[src/rtl/arcade_key_mapper.sv]
`default_nettype none
// ============================================================================
//  Module   : arcade_key_mapper
//  Brief    : Maps HPS ps2_key events onto latched key states, merges them with
//             the joystick word, rotates the directions and stretches the coin.
//  Revision : 1.0 - initial release
// ============================================================================
module arcade_key_mapper #(
    parameter int                    NUM_KEYS     = 8,
    parameter logic [9*NUM_KEYS-1:0] KEYCODES     = '0,
    parameter int                    COIN_IDX     = 7,
    parameter logic [15:0]           COIN_STRETCH = 16'd0
) (
    input  logic                clk_sys,
    input  logic                reset,
    input  logic [64:0]         ps2_key,
    input  logic [NUM_KEYS-1:0] joystick,
    input  logic [1:0]          rot,
    input  logic                key_clear,
    output logic [NUM_KEYS-1:0] keys,
    output logic [NUM_KEYS-1:0] joy_out
);

    localparam bit c_coin_en = (COIN_STRETCH != 16'd0) && (COIN_IDX < NUM_KEYS);

    logic                r_tog_q;
    logic                w_event;
    logic                w_pressed;
    logic                w_ext;
    logic [8:0]          w_code;
    logic [NUM_KEYS-1:0] w_hit;
    logic [NUM_KEYS-1:0] w_merged;
    logic [NUM_KEYS-1:0] w_rot;
    logic [NUM_KEYS-1:0] w_stretch;

    assign w_event   = ps2_key[64] ^ r_tog_q;
    assign w_pressed = (ps2_key[15:8] != 8'hF0);
    // On release the E0 prefix sits one byte further up, behind the F0.
    assign w_ext     = w_pressed ? (ps2_key[15:8] == 8'hE0) : (ps2_key[23:16] == 8'hE0);
    assign w_code    = (|ps2_key[63:24]) ? 9'h000 : {w_ext, ps2_key[7:0]};

    generate
        for (genvar gi = 0; gi < NUM_KEYS; gi++) begin : g_match
            localparam logic [8:0] c_entry = KEYCODES[9*gi +: 9];
            assign w_hit[gi] = (c_entry != 9'h000) && (c_entry == w_code);
        end
    endgenerate

    always_ff @(posedge clk_sys) begin
        r_tog_q <= ps2_key[64];
        if (reset || key_clear) begin
            keys <= '0;
        end else if (w_event) begin
            keys <= (keys & ~w_hit) | (w_hit & {NUM_KEYS{w_pressed}});
        end
    end

    assign w_merged = keys | joystick;

    always_comb begin
        w_rot = w_merged;
        case (rot)
            2'd1:    w_rot[3:0] = {w_merged[1], w_merged[0], w_merged[2], w_merged[3]};
            2'd2:    w_rot[3:0] = {w_merged[2], w_merged[3], w_merged[0], w_merged[1]};
            2'd3:    w_rot[3:0] = {w_merged[0], w_merged[1], w_merged[3], w_merged[2]};
            default: w_rot[3:0] = w_merged[3:0];
        endcase
    end

    generate
        if (c_coin_en) begin : g_coin
            logic        r_coin_q;
            logic [15:0] r_cnt;
            logic        w_rise;

            assign w_rise = w_merged[COIN_IDX] & ~r_coin_q;

            // Counter holds the remaining extra cycles after the input drops.
            always_ff @(posedge clk_sys) begin
                if (reset) begin
                    r_coin_q <= 1'b0;
                    r_cnt    <= 16'd0;
                end else begin
                    r_coin_q <= w_merged[COIN_IDX];
                    if (w_rise) begin
                        r_cnt <= COIN_STRETCH - 16'd1;
                    end else if (r_cnt != 16'd0) begin
                        r_cnt <= r_cnt - 16'd1;
                    end
                end
            end

            assign w_stretch = (r_cnt != 16'd0) ? (NUM_KEYS'(1) << COIN_IDX) : '0;
        end else begin : g_no_coin
            assign w_stretch = '0;
        end
    endgenerate

    always_ff @(posedge clk_sys) begin
        if (reset) begin
            joy_out <= '0;
        end else begin
            joy_out <= w_rot | w_stretch;
        end
    end

endmodule
`default_nettype wire

[config.mk]
export PLATFORM = sky130hd
export DESIGN_NAME = arcade_key_mapper
export DESIGN_NICKNAME = d
export VERILOG_FILES = /design/src/rtl/arcade_key_mapper.sv
export SDC_FILE = /design/constraint.sdc
export NUM_CORES = 1
export LEC_CHECK = 0
export CELL_PAD_IN_SITES_DETAIL_PLACEMENT = 2
export CELL_PAD_IN_SITES_GLOBAL_PLACEMENT = 2
export CORE_AREA = 2 2 62 64
export DETAILED_ROUTE_END_ITERATION = 10
export DIE_AREA = 0 0 64 66
export PLACE_DENSITY_LB_ADDON = 0.1
export SYNTH_ARGS = -nofsm -noshare
export SYNTH_HDL_FRONTEND = slang
export SYNTH_SLANG_ARGS = --single-unit
[constraint.sdc]
create_clock -name clk_sys -period 0.8 [get_ports clk_sys]
set_clock_uncertainty 0.1 [all_clocks]
set_input_delay 0.16 -clock clk_sys [delete_from_list [all_inputs] [get_ports clk_sys]]
set_output_delay 0.16 -clock clk_sys [all_outputs]
set_load 0.01 [all_outputs]
# Yosys cells after proc, flatten, opt, wreduce, memory -nomap -nowiden

Index checks and enable logic that the tools add are counted.

Word-level logic and storage cells: 5
Output and inout port bits: 16
Memories kept: 0
Memory bits (writable): 0
Bits of input ports: 78
ROM bits: 0
Register bits: 8
Latch bits: 0

Add/sub/neg operators: 0
Shifts and indexed selects: 0
Equality and inequality tests: 3
Multiplexer cells: 1
$mul: 0
Bitwise operators: 0
Divide/modulo/power cells: 0
Reduce and logical (&&, ||, !) cells: 0
Magnitude comparators: 0

Operators by type and width:

| cell                 | number |
|---|---|
| $pmux W4 S3          | 1 |
| $eq A2 B2 Y1 const B | 2 |
| $eq A2 B1 Y1 const B | 1 |

# Logic depth before layout (Yosys ltp)

Word-level depth: 2
Gate-level depth with buffers: 3
Gate-level depth less buffers: 2

# Worst setup path after synthesis

Ideal clock, no wire load.

Path kind: input -> register
From: input rot[1]
To: register joy_out[1]
Stages on the path: 3
Data arrival time: 549 ps
Setup slack: 24 ps
Required time: 573 ps
Buffers on the path: 1
Library setup time: 127 ps
Cells stage by stage: buf_6 -> mux2i_1 -> o22ai_1

Word-level cells in the longest chain between the ends: 2
Elaborated cells between the ends (all ways): 4
Classes of those cells: eq/ne (3); mux (1)

Ends and longest elaborated chain:

| what                                                | RTL line | text |
|---|---|---|
| start: declaration                                  | 18       | `input logic [1:0] rot,` |
| $eq A2 B2 Y1 / $eq A2 B1 Y1 (equally long branches) | 62       | `case (rot)` |
| $pmux W4 S3 (*)                                     | 62       |  |
| end signal: assignment                              | 103      | `joy_out <= w_rot \| w_stretch;` |
| end: declaration                                    | 21       | `output logic [NUM_KEYS-1:0] joy_out` |

Every way passes the cells marked *; elsewhere a longest branch is shown, timed or not.
A chain may end at the register's enable or synchronous reset.

# Worst setup path in the final report

From: register joy_out[6]
To: output joy_out[6]

No word-level cell between the ends.

==> key figures <==
Outcome
  – Status: finished, violations left
  – Failing checks: setup timing

Worst setup path
  – Critical path cell sequence: buf_6
  – CP Class: reg -> out
  – CP top delay family: flip-flops
  – Buf/Inv on CP: 1
  – WP depth: 1
  – Slowest-stage cell, CP: dfxtp_2
  – Critical path arrival: between 0.6 and 0.7 ns
  – Crit Path Max Fanout: 1
  – Critical Path Max Stage Delay: around 0.32 ns
  – Critical path startpoint category: flop
  – CP endpoint kind: primary output
  – Req. time, crit path: between 0.5 and 0.6 ns

Clock tree
  – Root buffer cell: clkbuf_4
  – CTS tree: built
  – Clock sink count: 8
  – CTS H-tree depth: 1
  – Clk slew on worst S/H paths: 0.06 ns
  – Post-CTS Setup Bufs: 0
  – CTS buffer count: 3
  – CTS Buffer Depth: 2

Floorplanning
  – DIE WIDTH: approximately 64 um
  – # IOs: 94
  – Die height: approximately 66 um
  – Starting Density: around a tenth
  – Core ar.: about 0.0036 mm^2
  – DIE AREA: roughly 0.0042 mm^2
  – Row Count: 22

Synthesis
  – Netlist Area Pre-Place: approximately 340 um^2
  – Cell variety after synth: 10
  – Post-Syn Area per Cell: about 11 um^2
  – Synth Warn #: 0
  – Cells after Synth: 32
  – #FFs+latches synth: 8
  – Sequential-to-total area share from yosys stat: between 40% and 50%

Power and ir drop
  – Final Power: 0.932 mW
  – Pleak: between 0.2 and 0.3 nW
  – Power density over the cells: 1610 mW/mm^2
  – Peak VDD IR: a little over 700 uV

Place
  – IO buf count: 19
  – Final GP Congestion: about 0.56
  – Hpwl dp: 808 um

Flow run
  – Max Cap Viol: 0

Min path
  – Worst Hold Path EP: joy_out[2]$_SDFF_PP0_
  – Hold Startpoint: rot[1]
  – Hold crit path type: in -> reg
  – Hold depth: 3

Cells and area
  – Footprint of the multi-input gates: around 150 um^2
  – Largest register FFs: 8
  – Share of cells above drive strength 1: 45.3%
  – Top Registers: joy_out x8
  – Antenna Cells: 0
  – Reg area: ~170 um^2
  – Fillers: roughly 410
  – Final core occ: between 10% and 20%
  – Synth-to-Final Area Change: 69.0%
  – Nets@finish: approximately 130
  – Register bank with the most flops: joy_out

STA
  – Final Max Tran Viols: 0
  – Final WS setup: -0.135 ns
  – RSZ-0062 raised after global routing: yes
  – Setup TNS Final: -1.04 ns
  – Final worst-path cycle share: 117%
  – Max Freq: roughly 1.1 GHz
  – Final hold violations: 0
  – Minimum clock period: slightly above 0.9 ns
  – # setup viols final: 8

Route
  – Vias post-DR: between 200 and 300
  – Vias per cell: around 2.8
  – DRC Markers: 0
  – 1st-pass router iterations: 2
  – Initial DRC count: 2
  – WL final: around 950 um
  – Antenna-violating nets left: 0
  – WL/cell: roughly 9.4 um

Global routing
  – M3 GR Usage: 5.11%
  – Met1 usage in global routing: under 10%
  – Largest net degree at the start of global routing: 5
  – Global-route wire length before repair: 1480 um
  – GRT Util Overall: under 10%
  – Most Crowded Layer GR: met2
  – Grt met2 use: ~8.1%
  – Gr ovfl total: 0
  – Initial antenna violation count: 0
  – Vias in the first global route: 328
kinds of logic (layout without fill, tap and decap cells):
group | count (synthesis) | in the layout | synth area share, %
DFF | 8 | 8 | 46.7
other | 1 | 8 | 1.09
muxes | 4 | 4 | 11.7
buffers and inverters | 9 | 23 | 20.8
and+or+nand+nor | 6 | 6 | 12.4
AOI/OAI and AO/OA | 4 | 4 | 7.30
routing by layer:
| metal | vias to the layer above | routed length, um |
|---|---|---|
| met4 | 0 | 0 |
| met3 | 0 | 127 |
| met5 | - | 0 |
| met1 | 126 | 376 |
| li1 | 134 | - |
| met2 | 19 | 450 |
worst max-delay path by stage:
stage | start | to | slack, ns
after floorplan | rot[1] | joy_out[1]$_SDFF_PP0_ | 0.02
after global placement | rot[1] | joy_out[2]$_SDFF_PP0_ | -0.59
after detailed placement | rot[1] | joy_out[0]$_SDFF_PP0_ | -0.59
after CTS | joy_out[6]$_SDFF_PP0_ | joy_out[6] | -0.17
after global routing | joy_out[5]$_SDFF_PP0_ | joy_out[5] | -0.20
final | joy_out[6]$_SDFF_PP0_ | joy_out[6] | -0.14
Yosys cell counts:
cell type | count | share of area (%)
and2b_2 | 1 | 2.6
dfxtp_1 | 8 | 47
nor2b_1 | 3 | 5.5
buf_6 | 1 | 3.3
or2_4 | 1 | 2.6
mux2i_1 | 4 | 12
buf_4 | 8 | 18
conb_1 | 1 | 1.1
o22ai_1 | 4 | 7.3
nand2b_1 | 1 | 1.8
cells in the final DEF, fill, tap and decap left out, types with 2 or more instances in the layout:
cell and count:
mux2i_1 2, clkdlybuf4s50_1 4, clkbuf_4 3, buf_2 4, dfxtp_1 3, nor2b_1 3
dfxtp_2 5, conb_1 8, mux2i_2 2, dlygate4sd2_1 6, o22ai_1 3, buf_6 5
layout make-up:
| type | count | area share [%] |
|---|---|---|
| tap | 48 | 10.4 |
| clock buffer | 3 | 3.89 |
| multi-input combinational | 22 | 26.6 |
| sequential | 8 | 28.7 |
| timing repair buffer | 20 | 30.5 |
power breakdown:
group | switching [mW] | internal, mW
logic | 0.0873 | 0.106
registers | 0.0104 | 0.430
clock network | 0.127 | 0.171
through the flow:
step / hold slack, ns / cells / worst slack, ns / cell area [um^2]
after floorplan: 0.132 / 39 / 0.0238 / 369
after global placement: 0.619 / 98 / -0.588 / 556
after detailed placement: 0.629 / 98 / -0.585 / 556
after CTS: 0.281 / 101 / -0.170 / 547
after global routing: 0.238 / 101 / -0.202 / 579
final: 0.221 / 101 / -0.135 / 579
timing repair:
action | CTS | global route
pin swaps | 1 | 0
hold buffers | 0 | 0
resized for setup | 45 | 12
endpoints found under the setup margin | 16 | 9
(Power assumes the default switching activity.)
